$ cat config.mk
export PLATFORM = sky130hd
export DESIGN_NAME = jt51_opacc
export DESIGN_NICKNAME = d
export VERILOG_FILES = /design/src/rtl/jt51_pkg.sv /design/src/rtl/jt51_opacc_sat.sv /design/src/rtl/jt51_opacc.sv
export SDC_FILE = /design/constraint.sdc
export NUM_CORES = 1
export LEC_CHECK = 0
export ABC_AREA = 1
export CORE_MARGIN = 1
export CORE_UTILIZATION = 52
export DETAILED_ROUTE_END_ITERATION = 8
export PLACE_DENSITY = 0.78
export RECOVER_POWER = 50
export SETUP_SLACK_MARGIN = 0.1
export SLEW_MARGIN = 20
export SYNTH_ARGS = -nofsm -noshare
export SYNTH_HDL_FRONTEND = slang
export SYNTH_SLANG_ARGS = --single-unit
export TNS_END_PERCENT = 100
$ cat constraint.sdc
create_clock -name clk -period 3.2 [get_ports clk]
set_clock_uncertainty 0.2 [all_clocks]
set_input_delay 0.32 -clock clk [delete_from_list [all_inputs] [get_ports clk]]
set_output_delay 0.32 -clock clk [all_outputs]
set_load 0.01 [all_outputs]
$ cat src/rtl/jt51_pkg.sv
// Shared constants for the JT51 operator accumulator: frame geometry, widths,
// and the algorithm-to-carrier lookup.
package jt51_pkg;

   localparam int unsigned SLOTS  = 32;
   localparam int unsigned ACC_W  = 19;
   localparam int unsigned OP_W   = 14;
   localparam int unsigned SLOT_W = $clog2(SLOTS);

   typedef enum logic [1:0] {
      GRP_M1 = 2'd0,
      GRP_M2 = 2'd1,
      GRP_C1 = 2'd2,
      GRP_C2 = 2'd3
   } grp_e;

   // Row = algorithm (con), bit = operator group; 1 marks a carrier.
   localparam logic [7:0][3:0] CARRIER_TBL = {
      4'b1111,  // con 7
      4'b1110,  // con 6
      4'b1110,  // con 5
      4'b1100,  // con 4
      4'b1000,  // con 3
      4'b1000,  // con 2
      4'b1000,  // con 1
      4'b1000   // con 0
   };

   function automatic logic is_carrier(input logic [2:0] con, input grp_e grp);
      return CARRIER_TBL[con][grp];
   endfunction

endpackage

$ cat src/rtl/jt51_opacc_sat.sv
// Signed clamp of a wide accumulator sum into the output sample range.
module jt51_opacc_sat #(
   parameter int IN_W  = 19,
   parameter int OUT_W = 16
) (
   input  logic signed [IN_W-1:0]  i_sum,
   output logic signed [OUT_W-1:0] o_sat
);

   localparam logic signed [IN_W-1:0] MAX = IN_W'((1 << (OUT_W-1)) - 1);
   localparam logic signed [IN_W-1:0] MIN = ~MAX;

   always_comb begin
      if (i_sum > MAX)
         o_sat = MAX[OUT_W-1:0];
      else if (i_sum < MIN)
         o_sat = MIN[OUT_W-1:0];
      else
         o_sat = i_sum[OUT_W-1:0];
   end

endmodule

$ cat src/rtl/jt51_opacc.sv
// Per-frame accumulation of carrier operator outputs into saturated
// left/right samples, strobed once per 32-slot frame.
module jt51_opacc
   import jt51_pkg::*;
#(
   parameter int OUT_W = 16
) (
   input  logic                    clk,
   input  logic                    rst,
   input  logic                    cen,
   input  logic                    zero,
   input  logic signed [OP_W-1:0]  op_in,
   input  logic [2:0]              con,
   input  logic [1:0]              rl,
   input  logic                    ne,
   input  logic signed [OP_W-1:0]  noise_in,
   output logic signed [OUT_W-1:0] left,
   output logic signed [OUT_W-1:0] right,
   output logic                    sample
);

   logic [SLOT_W-1:0]        r_cnt;
   logic                     r_synced;
   logic signed [ACC_W-1:0]  r_acc_l, r_acc_r;
   logic signed [OUT_W-1:0]  r_left, r_right;
   logic                     r_sample;

   logic [SLOT_W-1:0]        w_slot;
   grp_e                     w_grp;
   logic                     w_first, w_last, w_active, w_carrier;
   logic signed [OP_W-1:0]   w_src;
   logic signed [ACC_W-1:0]  w_ext, w_add_l, w_add_r, w_sum_l, w_sum_r;
   logic signed [OUT_W-1:0]  w_sat_l, w_sat_r;

   always_comb begin
      w_slot    = zero ? '0 : r_cnt;
      w_grp     = grp_e'(w_slot[SLOT_W-1 -: 2]);
      w_first   = (w_slot == '0);
      w_last    = (w_slot == SLOT_W'(SLOTS-1));
      // Before the first frame marker nothing is accumulated or emitted.
      w_active  = zero | r_synced;
      w_src     = (w_last && ne) ? noise_in : op_in;
      w_ext     = {{(ACC_W-OP_W){w_src[OP_W-1]}}, w_src};
      w_carrier = is_carrier(con, w_grp);
      w_add_l   = (w_carrier && rl[0]) ? w_ext : '0;
      w_add_r   = (w_carrier && rl[1]) ? w_ext : '0;
      w_sum_l   = (w_first ? '0 : r_acc_l) + w_add_l;
      w_sum_r   = (w_first ? '0 : r_acc_r) + w_add_r;
   end

   jt51_opacc_sat #(.IN_W(ACC_W), .OUT_W(OUT_W)) u_sat_l (
      .i_sum (w_sum_l),
      .o_sat (w_sat_l)
   );

   jt51_opacc_sat #(.IN_W(ACC_W), .OUT_W(OUT_W)) u_sat_r (
      .i_sum (w_sum_r),
      .o_sat (w_sat_r)
   );

   always_ff @(posedge clk or negedge rst) begin
      if (!rst) begin
         r_cnt    <= '0;
         r_synced <= 1'b0;
         r_acc_l  <= '0;
         r_acc_r  <= '0;
         r_left   <= '0;
         r_right  <= '0;
         r_sample <= 1'b0;
      end else if (cen) begin
         r_cnt    <= zero ? SLOT_W'(1) : r_cnt + 1'b1;
         r_sample <= 1'b0;
         if (zero)
            r_synced <= 1'b1;
         if (w_active) begin
            r_acc_l <= w_sum_l;
            r_acc_r <= w_sum_r;
            if (w_last) begin
               r_left   <= w_sat_l;
               r_right  <= w_sat_r;
               r_sample <= 1'b1;
            end
         end
      end
   end

   assign left   = r_left;
   assign right  = r_right;
   assign sample = r_sample;

endmodule

Yosys cells after proc, flatten, opt, wreduce, memory -nomap -nowiden
Memory sizes are Yosys's and may differ from the RTL's.
Cells that the tools add are included.
{"block": "op_classes", "multipliers": 0, "n_shift": 0, "order_cmp": 6, "n_eq_ne": 1, "div": 0, "n_mux": 16, "addsub": 3, "reduce_logical": 7, "bitwise": 1}
{"op": "two-way mux 19 bit", "count": 4}
{"op": "two-way mux 16 bit", "count": 4}
{"op": "adder 19 bit", "count": 2}
{"op": "> comparator 19 x 16 -> 1 bit, second input constant", "count": 2}
{"op": "< comparator 19 x 16 -> 1 bit, second input constant", "count": 2}
{"op": "two-way mux 14 bit", "count": 1}
{"op": "two-way mux 5 bit", "count": 2}
{"op": "adder 5 x 1 -> 5 bit, second input constant", "count": 1}
{"op": "== test 5 bit, second input constant", "count": 1}
{"op": "logical NOT 5 bit", "count": 1}
{"op": "< comparator 3 x 4 -> 1 bit, second input constant", "count": 1}
{"op": "two-way mux 4 bit", "count": 1}
{"op": "AND reduction 2 bit", "count": 2}
{"op": "logical AND 1 bit", "count": 3}
{"op": "< comparator 2 x 3 -> 1 bit, second input constant", "count": 1}
{"op": "two-way mux 1 bit", "count": 3}
{"op": "AND reduction 3 bit", "count": 1}
{"op": "binary-select mux 1 bit (select 2 bit)", "count": 1}
{"op": "bitwise OR 1 bit", "count": 1}
{"block": "word_totals", "mem_count": 1, "ram_bits": 0, "latchBits": 0, "reg_bits": 77, "inputBits": 38, "output_inout_bits": 33, "mem_bits_ro": 32}
{"name": "(no name shown)", "depth": 8, "word_bits": 4, "rd": 1, "rd_clocked_by_memory_dff": 0, "wr": 0, "line": "jt51_pkg.sv:30", "source": "return CARRIER_TBL[con][grp];"}

Depth between registers and ports, before layout
Gate-level depths: netlist (run 1).
{"block": "depth", "word_depth": 10, "mapped_depth": 24}

Hierarchy
Synthesis (run 1) repeated with hierarchy kept, for this count alone.
{"block": "hier_totals", "cells_unflattened": 851, "hier_area_um2": 6004.5}
{"mod": "jt51_opacc", "seq_area_each_um2": 1926.8, "cells_each": 771, "n_inst": 1, "area_each_um2": 5661.7}
{"mod": "jt51_opacc_sat", "seq_area_each_um2": 0.0, "cells_each": 40, "n_inst": 2, "area_each_um2": 171.4}

Least setup slack after synthesis (run 1)
No wires, ideal clock.
{"block": "synth_path", "kind": "register -> register", "from": "register r_cnt[3]", "to": "register r_right[13] (netlist: right[13])", "path_stages_with_launch": 21, "period_less_slack_ns": 3.296, "path_slack_ns": -0.096, "n_path_buf": 3, "required_ns": 2.927, "setup_time_ns": 0.073, "arrival_ns": 3.023, "path_cell_list": "dfrtp_1 -> o21ai_1 -> nand2_1 -> nor2_2 -> buf_4 -> clkbuf_1 -> nor2_1 -> ha_1 -> fa_1 -> nand3_1 -> nand3_2 -> nand2_1 -> nand2_1 -> nand2_1 -> nand3_1 -> nand2_2 -> nand2_1 -> o21ai_4 -> buf_8 -> nand2_2 -> a21oi_2"}
{"block": "synth_via", "elab_chain_len": 9}
{"element": "start, declared", "line": "jt51_opacc.sv:22", "source": "logic [SLOT_W-1:0] r_cnt;"}
{"element": "start signal, assigned", "line": "jt51_opacc.sv:71", "source": "r_cnt <= zero ? SLOT_W'(1) : r_cnt + 1'b1;"}
{"element": "two-way mux 5 bit *", "line": "jt51_opacc.sv:36", "source": "w_slot = zero ? '0 : r_cnt;"}
{"element": "== test 5 bit or binary-select mux 1 bit (select 2 bit) (tied branches)", "line": "jt51_opacc.sv:39, jt51_pkg.sv:30"}
{"element": "logical AND 1 bit or two-way mux 1 bit (tied branches)", "line": "jt51_opacc.sv:42, jt51_pkg.sv:30"}
{"element": "two-way mux 14 bit or logical AND 1 bit (tied branches)", "line": "jt51_opacc.sv:42, jt51_opacc.sv:46"}
{"element": "two-way mux 19 bit", "line": "jt51_opacc.sv:46", "source": "w_add_r = (w_carrier && rl[1]) ? w_ext : '0;"}
{"element": "adder 19 bit", "line": "jt51_opacc.sv:48", "source": "w_sum_r = (w_first ? '0 : r_acc_r) + w_add_r;"}
{"element": "< comparator 19 x 16 -> 1 bit", "line": "jt51_opacc_sat.sv:16", "source": "else if (i_sum < MIN)"}
{"element": "two-way mux 16 bit", "line": "jt51_opacc_sat.sv:16"}
{"element": "two-way mux 16 bit", "line": "jt51_opacc_sat.sv:14", "source": "if (i_sum > MAX)"}
{"element": "end signal, assigned", "line": "jt51_opacc.sv:80", "source": "r_right <= w_sat_r;"}
{"element": "end, declared", "line": "jt51_opacc.sv:25", "source": "logic signed [OUT_W-1:0] r_left, r_right;"}
Every way passes the cells marked *; elsewhere a longest branch is shown, timed or not. The select of a mux whose other input is x is not followed.
A chain may end at the register's enable or synchronous reset.

Worst setup path in the final report (run 1)
{"block": "layout_path", "from": "register r_cnt[2]", "to": "register r_right[4] (netlist: right[4])"}
{"block": "layout_via", "elab_chain_len": 9}
{"element": "two-way mux 5 bit *", "line": "jt51_opacc.sv:36"}
{"element": "== test 5 bit", "line": "jt51_opacc.sv:39", "source": "w_last = (w_slot == SLOT_W'(SLOTS-1));"}
{"element": "logical AND 1 bit", "line": "jt51_opacc.sv:42", "source": "w_src = (w_last && ne) ? noise_in : op_in;"}
{"element": "two-way mux 14 bit", "line": "jt51_opacc.sv:42"}
{"element": "two-way mux 19 bit", "line": "jt51_opacc.sv:46"}
{"element": "adder 19 bit", "line": "jt51_opacc.sv:48"}
{"element": "< comparator 19 x 16 -> 1 bit", "line": "jt51_opacc_sat.sv:16"}
{"element": "two-way mux 16 bit", "line": "jt51_opacc_sat.sv:16"}
{"element": "two-way mux 16 bit", "line": "jt51_opacc_sat.sv:14"}
Every way passes the cells marked *; elsewhere a longest branch is shown, timed or not.

==> results of run 1 <==
==> per-stage QoR <==
| stage | cells | setup WS, ns | TNS (ns) | utilization |
|---|---|---|---|---|
| 6_report | 1232 | -0.689 | -17.93 | 0.853 |
| 5_1_grt | 1232 | -0.846 | -26.97 | 0.853 |
| 4_1_cts | 1207 | -0.102 | -2.15 | 0.773 |
| 3_5_place_dp | 1180 | -0.654 | -28.81 | 0.698 |
| 3_3_place_gp | 1180 | -0.588 | -25.54 | 0.698 |
| 2_1_floorplan | 877 | 0.102 | 0 | - |
==> state kept, by name (all words and copies together) (netlist names) <==
name,cells
r_acc_r,19
left,16
r_synced,1
sample,1
r_cnt,5
right,16
r_acc_l,19
==> worst reg2reg max path, cell delays in order, from the launching register on <==
cell and delay [ns]:
dfrtp_1 0.40, buf_4 0.15, o21ai_1 0.07, nand2_1 0.12, nor2_4 0.06, buf_12 0.13
clkbuf_16 0.17, nor2_1 0.45, ha_4 0.32, nand2_2 0.14, inv_1 0.07, nand2_1 0.09
nand2_1 0.08, a21oi_2 0.18, nand3_1 0.19, nand2_2 0.17, nand2_2 0.09, o21ai_4 0.25
clkbuf_16 0.22, nand2_1 0.08, a21oi_2 0.18
==> routing by layer <==
metal  vias up  part of all wire  routed length (µm)  track usage
li1       3174                 -                   -            -
met4         0             0.091                2380       0.0943
met5         -                 0                   0            0
met1      3497              0.34                8830        0.431
met2       753              0.44               11600        0.533
met3       304              0.13                3320       0.0439
==> repair_timing <==
action / CTS / global route
cloned: 2 / 3
hold buffers: 1 / 0
buffers inserted: 8 / 22
endpoints found under the hold margin: 77 / 0
endpoints found under the setup margin: 51 / 57
pin swaps: 26 / 54
resized for setup: 94 / 151
==> path summary, 6_finish.rpt <==
| kind | start | cells after the start | end |
|---|---|---|---|
| worst max register to register | r_cnt[2] | 20 | right[4] |
| max in group asynchronous | rst | 2 | r_cnt[3] |
| min in group asynchronous | rst | 2 | r_cnt[2] |
| worst min register to register | left[1] | 2 | left[1] |
| worst min-delay path | left[1] | 2 | left[1] |
| worst max-delay path | r_cnt[2] | 20 | right[4] |
==> area by class of cell <==
type / instances / area [µm²]
well taps: 140 / 175
inverters: 118 / 449
clock buffers: 10 / 229
flip-flops and latches: 77 / 1930
repair buffers: 220 / 2060
multi-input cells: 661 / 4490
clock inverters: 6 / 70.1
fillers: 543 / 1630
==> power groups by stage <==
stage / combinational (µW) / clock [µW] / sequential, µW
5_1_grt: 759 / 1110 / 1040
4_1_cts: 540 / 1050 / 1030
2_1_floorplan: 248 / 0 / 1050
3_3_place_gp: 493 / 0 / 1050
3_5_place_dp: 503 / 0 / 1050
6_report: 727 / 1080 / 1040
==> placed cells by master, fill, tap and decap left out, types with 3 or more instances in the layout <==
master | synthesis | layout
xnor2_1 | 9 | 6
clkbuf_16 | 0 | 11
nor2_4 | 1 | 10
inv_2 | 3 | 14
nand3_4 | 0 | 3
o21ai_1 | 4 | 10
clkdlybuf4s50_1 | 0 | 65
ha_2 | 0 | 3
buf_12 | 0 | 9
xnor2_2 | 0 | 3
nand3_2 | 5 | 14
nor3_1 | 6 | 4
a21oi_4 | 2 | 6
ha_4 | 0 | 18
nor3_2 | 1 | 3
a21oi_2 | 20 | 35
a21oi_1 | 40 | 21
nand4_1 | 3 | 3
nand3_1 | 38 | 26
inv_1 | 114 | 101
nand2_1 | 256 | 202
nor2_2 | 2 | 23
nand2_2 | 19 | 62
mux2i_4 | 0 | 11
xor2_1 | 16 | 13
buf_6 | 2 | 9
o21ai_0 | 48 | 39
o21ai_2 | 0 | 3
ha_1 | 37 | 16
buf_4 | 2 | 127
dfrtp_1 | 77 | 76
nor2_1 | 125 | 95
nand2_4 | 1 | 12
==> logic make-up after synthesis <==
| kind of cell | Yosys count | share of synthesized area |
|---|---|---|
| mux | 13 | 0.0219 |
| simple gates | 461 | 0.319 |
| buf+inv | 140 | 0.0937 |
| flops | 77 | 0.322 |
| compound gates | 122 | 0.124 |
| xor+xnor | 25 | 0.0365 |
| fa+ha+maj | 39 | 0.0839 |
==> flow_metrics.env, run 1 <==
export IMPL_synth_edf_count=0
export IMPL_power_internal_uw=1950
export IMPL_viasPerCell=6.27
export IMPL_crit_path_start_kind="flip-flop"
export IMPL_path_class="reg2reg"
export IMPL_drv_slew=0
export IMPL_crit_path_end_kind="flip-flop"
export IMPL_crit_arrival_ns=3.96
export IMPL_synth_top_area_share=0.322
export IMPL_rrSetupSlack_ns=-0.69
export IMPL_antenna_found_initial=0
export IMPL_synth_cell_types=40
export IMPL_yosysWarnings=0
export IMPL_period_needed_ns=3.89
export IMPL_synth_net_count=954
export IMPL_drv_cap=0
export IMPL_grt_pass1_vias=6137
export IMPL_hp_class="reg2reg"
export IMPL_core_um2=11000
export IMPL_grt_max_degree=78
export IMPL_clock_latency_ns=0.35
export IMPL_synth_area_top_cells="dfrtp_1, nand2_1, nor2_1, ha_1, inv_1"
export IMPL_worst_path_buf_inv=5
export IMPL_path_cells="buf_4 -> o21ai_1 -> nand2_1 -> nor2_4 -> buf_12 -> clkbuf_16 -> nor2_1 -> ha_4 -> nand2_2 -> inv_1 -> nand2_1 -> nand2_1 -> a21oi_2 -> nand3_1 -> nand2_2 -> nand2_2 -> o21ai_4 -> clkbuf_16 -> nand2_1 -> a21oi_2"
export IMPL_drt_pass1_iterations=8
export IMPL_status="finished, violations left"
export IMPL_peakVddDrop_uv=348
export IMPL_yosys_top_cells_count="nand2_1, nor2_1, inv_1"
export IMPL_initial_utilization=0.543
export IMPL_rsz0062_at_grt="yes"
export IMPL_switching_share=0.312
export IMPL_cp_max_fo=8
export IMPL_die_area_um2=12000
export IMPL_synth_area_um2=5990
export IMPL_ys_flop_type="dfrtp_1"
export IMPL_dpl_cell_area_um2=7700
export IMPL_cts_tree="done"
export IMPL_timing_final_crit_share=1.22
export IMPL_cts_buffers=9
export IMPL_grtUsageTotal=0.319
export IMPL_p_per_area_nw_per_um2=302
export IMPL_drt_iter0_drc=1359
export IMPL_cts_root_buffer="clkbuf_16"
export IMPL_hold_violations=0
export IMPL_hold_slack_ns=0.294
export IMPL_yosysMostFrequentCell="nand2_1"
export IMPL_place_gp_congestion=0.961
export IMPL_die_height_um=109
export IMPL_wire_per_inst_um=21.2
export IMPL_dp_hpwl_mm=13.0
export IMPL_seq_power_share=0.366
export IMPL_die_w_um=109
export IMPL_cp_required_ns=3.27
export IMPL_num_rows=38
export IMPL_layout_drive_gt1_share=0.369
export IMPL_slew_headroom=0.315
export IMPL_synth_area_leader_cell="dfrtp_1"
export IMPL_cp_common_cell="nand2_1"
export IMPL_io_pins=71
export IMPL_p_sw_uw=887
export IMPL_p_comb_frac=0.256
export IMPL_h_tree_depth=3
export IMPL_drc=0
export IMPL_worst_pin_slew_ns=1.03
export IMPL_ant_nets=0
export IMPL_port_buffers=70
export IMPL_max_stage_delay_ns=0.45
export IMPL_critPathTopFamily="simple AND/OR/NAND/NOR gates"
export IMPL_crit_slowest_cell="nor2_1"
export IMPL_areaGrowthSynthToFinish_pct=56.9
export IMPL_max_freq_mhz=257
export IMPL_vias=7728
export IMPL_ys_seq_area_frac=0.322
export IMPL_setup_ws_ns=-0.689
export IMPL_p_total_uw=2840
export IMPL_synthCells=877
export IMPL_final_nets=1164
export IMPL_leakage_uw=0.00458
export IMPL_synth_ff_latch_count=77
export IMPL_final_area_um2=9410
export IMPL_violations="setup timing"
export IMPL_antenna_cells=0
export IMPL_clkPwrFrac=0.379
export IMPL_clk_path_buf_depth=2
export IMPL_grt_overflow=0
export IMPL_grt_pass1_wl_mm=29.2
export IMPL_wl_mm=26.1
export IMPL_synthArstFlopShare=1.00
export IMPL_setup_viol=55
export IMPL_path_clk_slew_ns=0.06
export IMPL_clock_sinks=77
export IMPL_syn_area_per_cell_um2=6.83
(Power assumes the default switching activity.)
==> inputs of run 2 (changes only) <==
--- a/config.mk
+++ b/config.mk
@@ -6,11 +6,11 @@
 export NUM_CORES = 1
 export LEC_CHECK = 0
 export ABC_AREA = 1
+export CORE_ASPECT_RATIO = 2
 export CORE_MARGIN = 1
 export CORE_UTILIZATION = 52
 export DETAILED_ROUTE_END_ITERATION = 8
 export PLACE_DENSITY = 0.78
-export RECOVER_POWER = 50
 export SETUP_SLACK_MARGIN = 0.1
 export SLEW_MARGIN = 20
 export SYNTH_ARGS = -nofsm -noshare
==> run 2 against run 1 <==
The flow now stops in global routing. Synthesized cell count stayed put. Area after synthesis stayed put.
==> flow_metrics.env, run 2 <==
export IMPL_synth_compound_area_frac=0.124
export IMPL_cts_root_buffer="clkbuf_16"
export IMPL_dp_hpwl_mm=15.4
export IMPL_die_w_um=77.9
export IMPL_status="stopped before the end"
export IMPL_synth_cell_types=40
export IMPL_num_rows=55
export IMPL_yosys_top_cells_count="nand2_1, nor2_1, inv_1"
export IMPL_clock_sinks=77
export IMPL_synthAdderAreaFrac=0.0839
export IMPL_synth_top_family_by_area="simple AND/OR/NAND/NOR gates"
export IMPL_syn_area_per_cell_um2=6.83
export IMPL_synthMuxAreaShare=0.0219
export IMPL_clk_path_buf_depth=2
export IMPL_io_pins=71
export IMPL_endpoint_type="register data pin"
export IMPL_haltStage="global routing"
export IMPL_synth_ff_latch_count=77
export IMPL_die_height_um=154
export IMPL_synth_area_leader_cell="dfrtp_1"
export IMPL_synth_area_um2=5990
export IMPL_crit_endpoint="right[12]$_DFFE_PN0P_/D"
export IMPL_synth_edf_count=0
export IMPL_cts_buffers=9
export IMPL_synth_net_count=954
export IMPL_h_tree_depth=3
export IMPL_grtUsageTotal=0.685
export IMPL_port_buffers=70
export IMPL_synth_area_top_cells="dfrtp_1, nand2_1, nor2_1, ha_1, inv_1"
export IMPL_synthCells=877
export IMPL_initial_utilization=0.531
export IMPL_ys_flop_type="dfrtp_1"
export IMPL_grt_max_degree=78
export IMPL_synthSimpleGateAreaFrac=0.319
export IMPL_dp_cells=1197
export IMPL_yosysWarnings=0
export IMPL_yosysMostFrequentCell="nand2_1"
export IMPL_synth_xor_area_frac=0.0365
export IMPL_synth_top_area_share=0.322
export IMPL_synthArstFlopShare=1.00
export IMPL_stop_error="[ERROR GRT-0232] Routing congestion too high. Check the congestion heatmap in the GUI."
export IMPL_place_gp_congestion=0.983
export IMPL_ys_seq_area_frac=0.322
export IMPL_grt_overflow=112
## run 2: metrics by stage
stage	cell area (µm²)	hold WS, ns	util	setup slack (ns)	setup TNS (ns)
4_1_cts	8830	0.258	0.783	-0.183	-4.98
3_3_place_gp	7820	0.238	0.693	-0.660	-28.45
3_5_place_dp	7820	0.242	0.693	-0.754	-33.87
2_1_floorplan	6040	-0.176	-	0.102	0
## run 2: logic make-up after synthesis
logic type,Yosys count
simple gates,461
buf+inv,140
compound gates,122
flops,77
fa+ha+maj,39
xor+xnor,25
mux,13
## run 2: metal layers
layer / track usage / overflow
met2: 0.942 / 65
met5: 0 / 0
met1: 0.669 / 0
met3: 0.388 / 2
met4: 0.762 / 45
## run 2: timing repair
action | CTS
setup endpoints to repair | 58
gates cloned | 7
hold buffers | 1
pin swaps | 34
buffers inserted | 23
gates resized for setup | 97
hold endpoints to repair | 23
==> inputs of run 3 (changes only) <==
--- a/config.mk
+++ b/config.mk
@@ -6,12 +6,10 @@
 export NUM_CORES = 1
 export LEC_CHECK = 0
 export ABC_AREA = 1
-export CORE_ASPECT_RATIO = 2
 export CORE_MARGIN = 1
-export CORE_UTILIZATION = 52
+export CORE_UTILIZATION = 40
 export DETAILED_ROUTE_END_ITERATION = 8
-export PLACE_DENSITY = 0.78
-export SETUP_SLACK_MARGIN = 0.1
+export PLACE_DENSITY_LB_ADDON = 0.15
 export SLEW_MARGIN = 20
 export SYNTH_ARGS = -nofsm -noshare
 export SYNTH_HDL_FRONTEND = slang
==> constraint.sdc (replaced) <==
create_clock -name clk -period 4.15 [get_ports clk]
set_clock_uncertainty 0.2 [all_clocks]
set_input_delay 0.415 -clock clk [delete_from_list [all_inputs] [get_ports clk]]
set_output_delay 0.415 -clock clk [all_outputs]
set_load 0.01 [all_outputs]
==> run 3 against run 2 <==
The flow now finishes without violations.
==> flow_metrics.env, run 3 (same netlist as run 1, synthesis figures left out) <==
export IMPL_hold_depth=2
export IMPL_cts_root_buffer="clkbuf_16"
export IMPL_cp_common_cell="nand2_1"
export IMPL_path_class="in2reg"
export IMPL_period_needed_ns=3.80
export IMPL_wire_per_inst_um=13.8
export IMPL_max_freq_mhz=263
export IMPL_ant_nets=0
export IMPL_hp_class="reg2reg"
export IMPL_place_gp_congestion=0.905
export IMPL_antenna_cells=0
export IMPL_vias=5574
export IMPL_grt_pass1_vias=5162
export IMPL_timing_rr_end="left[6]"
export IMPL_cp_required_ns=4.18
export IMPL_leakage_uw=0.00378
export IMPL_cts_buffers=9
export IMPL_layout_commonest_cell="nand2_1"
export IMPL_hold_violations=0
export IMPL_h_tree_depth=3
export IMPL_p_per_area_nw_per_um2=264
export IMPL_filler_cell_count=1487
export IMPL_die_area_um2=15500
export IMPL_slew_headroom=0.366
export IMPL_rsz0062_at_grt="no"
export IMPL_path_clk_slew_ns=0.06
export IMPL_areaGrowthSynthToFinish_pct=22.3
export IMPL_grt_max_degree=78
export IMPL_max_stage_delay_ns=0.59
export IMPL_top_regs="r_acc_l: 19 flops, r_acc_r: 19 flops"
export IMPL_drt_iter0_drc=449
export IMPL_layout_common_cells="nand2_1, nor2_1, inv_1"
export IMPL_grt_pass1_wl_mm=26.6
export IMPL_cts_resized=0
export IMPL_crit_arrival_ns=3.84
export IMPL_grtUsageTotal=0.215
export IMPL_dp_hpwl_mm=12.1
export IMPL_min_delay_worst_endpoint="r_synced"
export IMPL_crit_path_end_kind="flip-flop"
export IMPL_timing_final_crit_share=0.916
export IMPL_postCtsSetupRepairBufs=0
export IMPL_viasPerCell=4.86
export IMPL_worst_pin_slew_ns=0.951
export IMPL_dp_cells=1130
export IMPL_wl_mm=15.9
export IMPL_antenna_found_initial=0
export IMPL_status="completed"
export IMPL_cts_tree="done"
export IMPL_setup_tns_ns=0
export IMPL_fin_cells=1147
export IMPL_cp_max_fo=13
export IMPL_clock_latency_ns=0.35
export IMPL_drc=0
export IMPL_die_w_um=124
export IMPL_clk_path_buf_depth=2
export IMPL_num_rows=44
export IMPL_clock_sinks=77
export IMPL_rrSetupSlack_ns=0.60
export IMPL_io_pins=71
export IMPL_r2r_start="r_cnt[0]"
export IMPL_hold_buffers=0
export IMPL_grt_overflow=0
export IMPL_drv_slew=0
export IMPL_min_from="r_synced"
export IMPL_die_height_um=124
export IMPL_drt_pass1_iterations=5
export IMPL_setup_viol=0
export IMPL_crit_path_start_kind="primary input"
export IMPL_core_um2=14600
export IMPL_rr_worst_depth=19
export IMPL_crit_slowest_cell="clkdlybuf4s50_1"
export IMPL_peakVddDrop_uv=181
export IMPL_final_nets=1035
export IMPL_path_cells="clkdlybuf4s50_1 -> inv_2 -> nand3_2 -> nor2_4 -> nand2_4 -> buf_4 -> mux2i_1 -> nor2_1 -> ha_1 -> nand2_1 -> inv_1 -> nand2_1 -> nor3_2 -> nand4_1 -> nand3_1 -> inv_1 -> nand2_1 -> nand2_2 -> a21oi_4 -> buf_12 -> a21oi_1"
export IMPL_layout_drive_gt1_share=0.0987
export IMPL_port_buffers=70
export IMPL_drv_cap=0
export IMPL_initial_utilization=0.411
-- run 3: final cells by class --
cell class / count / area, µm² / share of cell area
Multi-Input combinational cell: 660 / 3500 / 0.478
Tap cell: 184 / 230 / 0.0314
Timing Repair Buffer: 92 / 920 / 0.126
Inverter: 118 / 443 / 0.0605
Clock buffer: 11 / 243 / 0.0331
Sequential cell: 77 / 1930 / 0.263
Clock inverter: 5 / 60.1 / 0.00820
-- run 3: how the worst max path moves through the flow --
stage | from | end | slack (ns) | cells after the start
CTS | zero | left[5] | 0.38 | 21
finish | zero | left[6] | 0.35 | 21
global route | zero | left[0] | 0.06 | 20
global placement | zero | left[5] | 0.06 | 20
detailed placement | zero | left[7] | 0.03 | 21
floorplan | r_cnt[3] | right[13] | 0.85 | 20
-- run 3: routing by layer --
layer  share of wire  global-route usage  vias to the layer above  wire, µm
li1                -                   -                     2918         -
met1            0.53               0.328                     2484      8390
met2            0.40               0.306                      157      6420
met3           0.055              0.0468                       15       877
met4           0.010              0.0489                        0       162
met5               0                   0                        -         0
-- run 3: critical path, delay by kind of cell --
kind	cells	cell delay (ns)
buffers and inverters	6	1.27
multiplexers	1	0.34
AO/OA/AOI/OAI	2	0.25
AND/OR/NAND/NOR	11	1.16
adder cells (fa/ha/maj)	1	0.38
-- run 3: where the power goes --
part	internal (µW)	leakage, µW	total, µW	switching, µW
Clock	484	0.000146	830	346
Combinational	112	0.00257	305	193
Sequential	780	0.00106	799	18.2
-- run 3: through the flow --
step,util,cell area [µm²],worst slack (ns),power (µW),hold WS (ns)
CTS,0.501,7310,0.381,1950,0.0970
detailed placement,0.481,7010,0.0278,1120,0.253
floorplan,-,5990,0.854,989,-0.0806
global route,0.502,7330,0.0622,2010,0.314
global placement,0.481,7010,0.0650,1120,0.259
finish,0.502,7330,0.347,1930,0.266
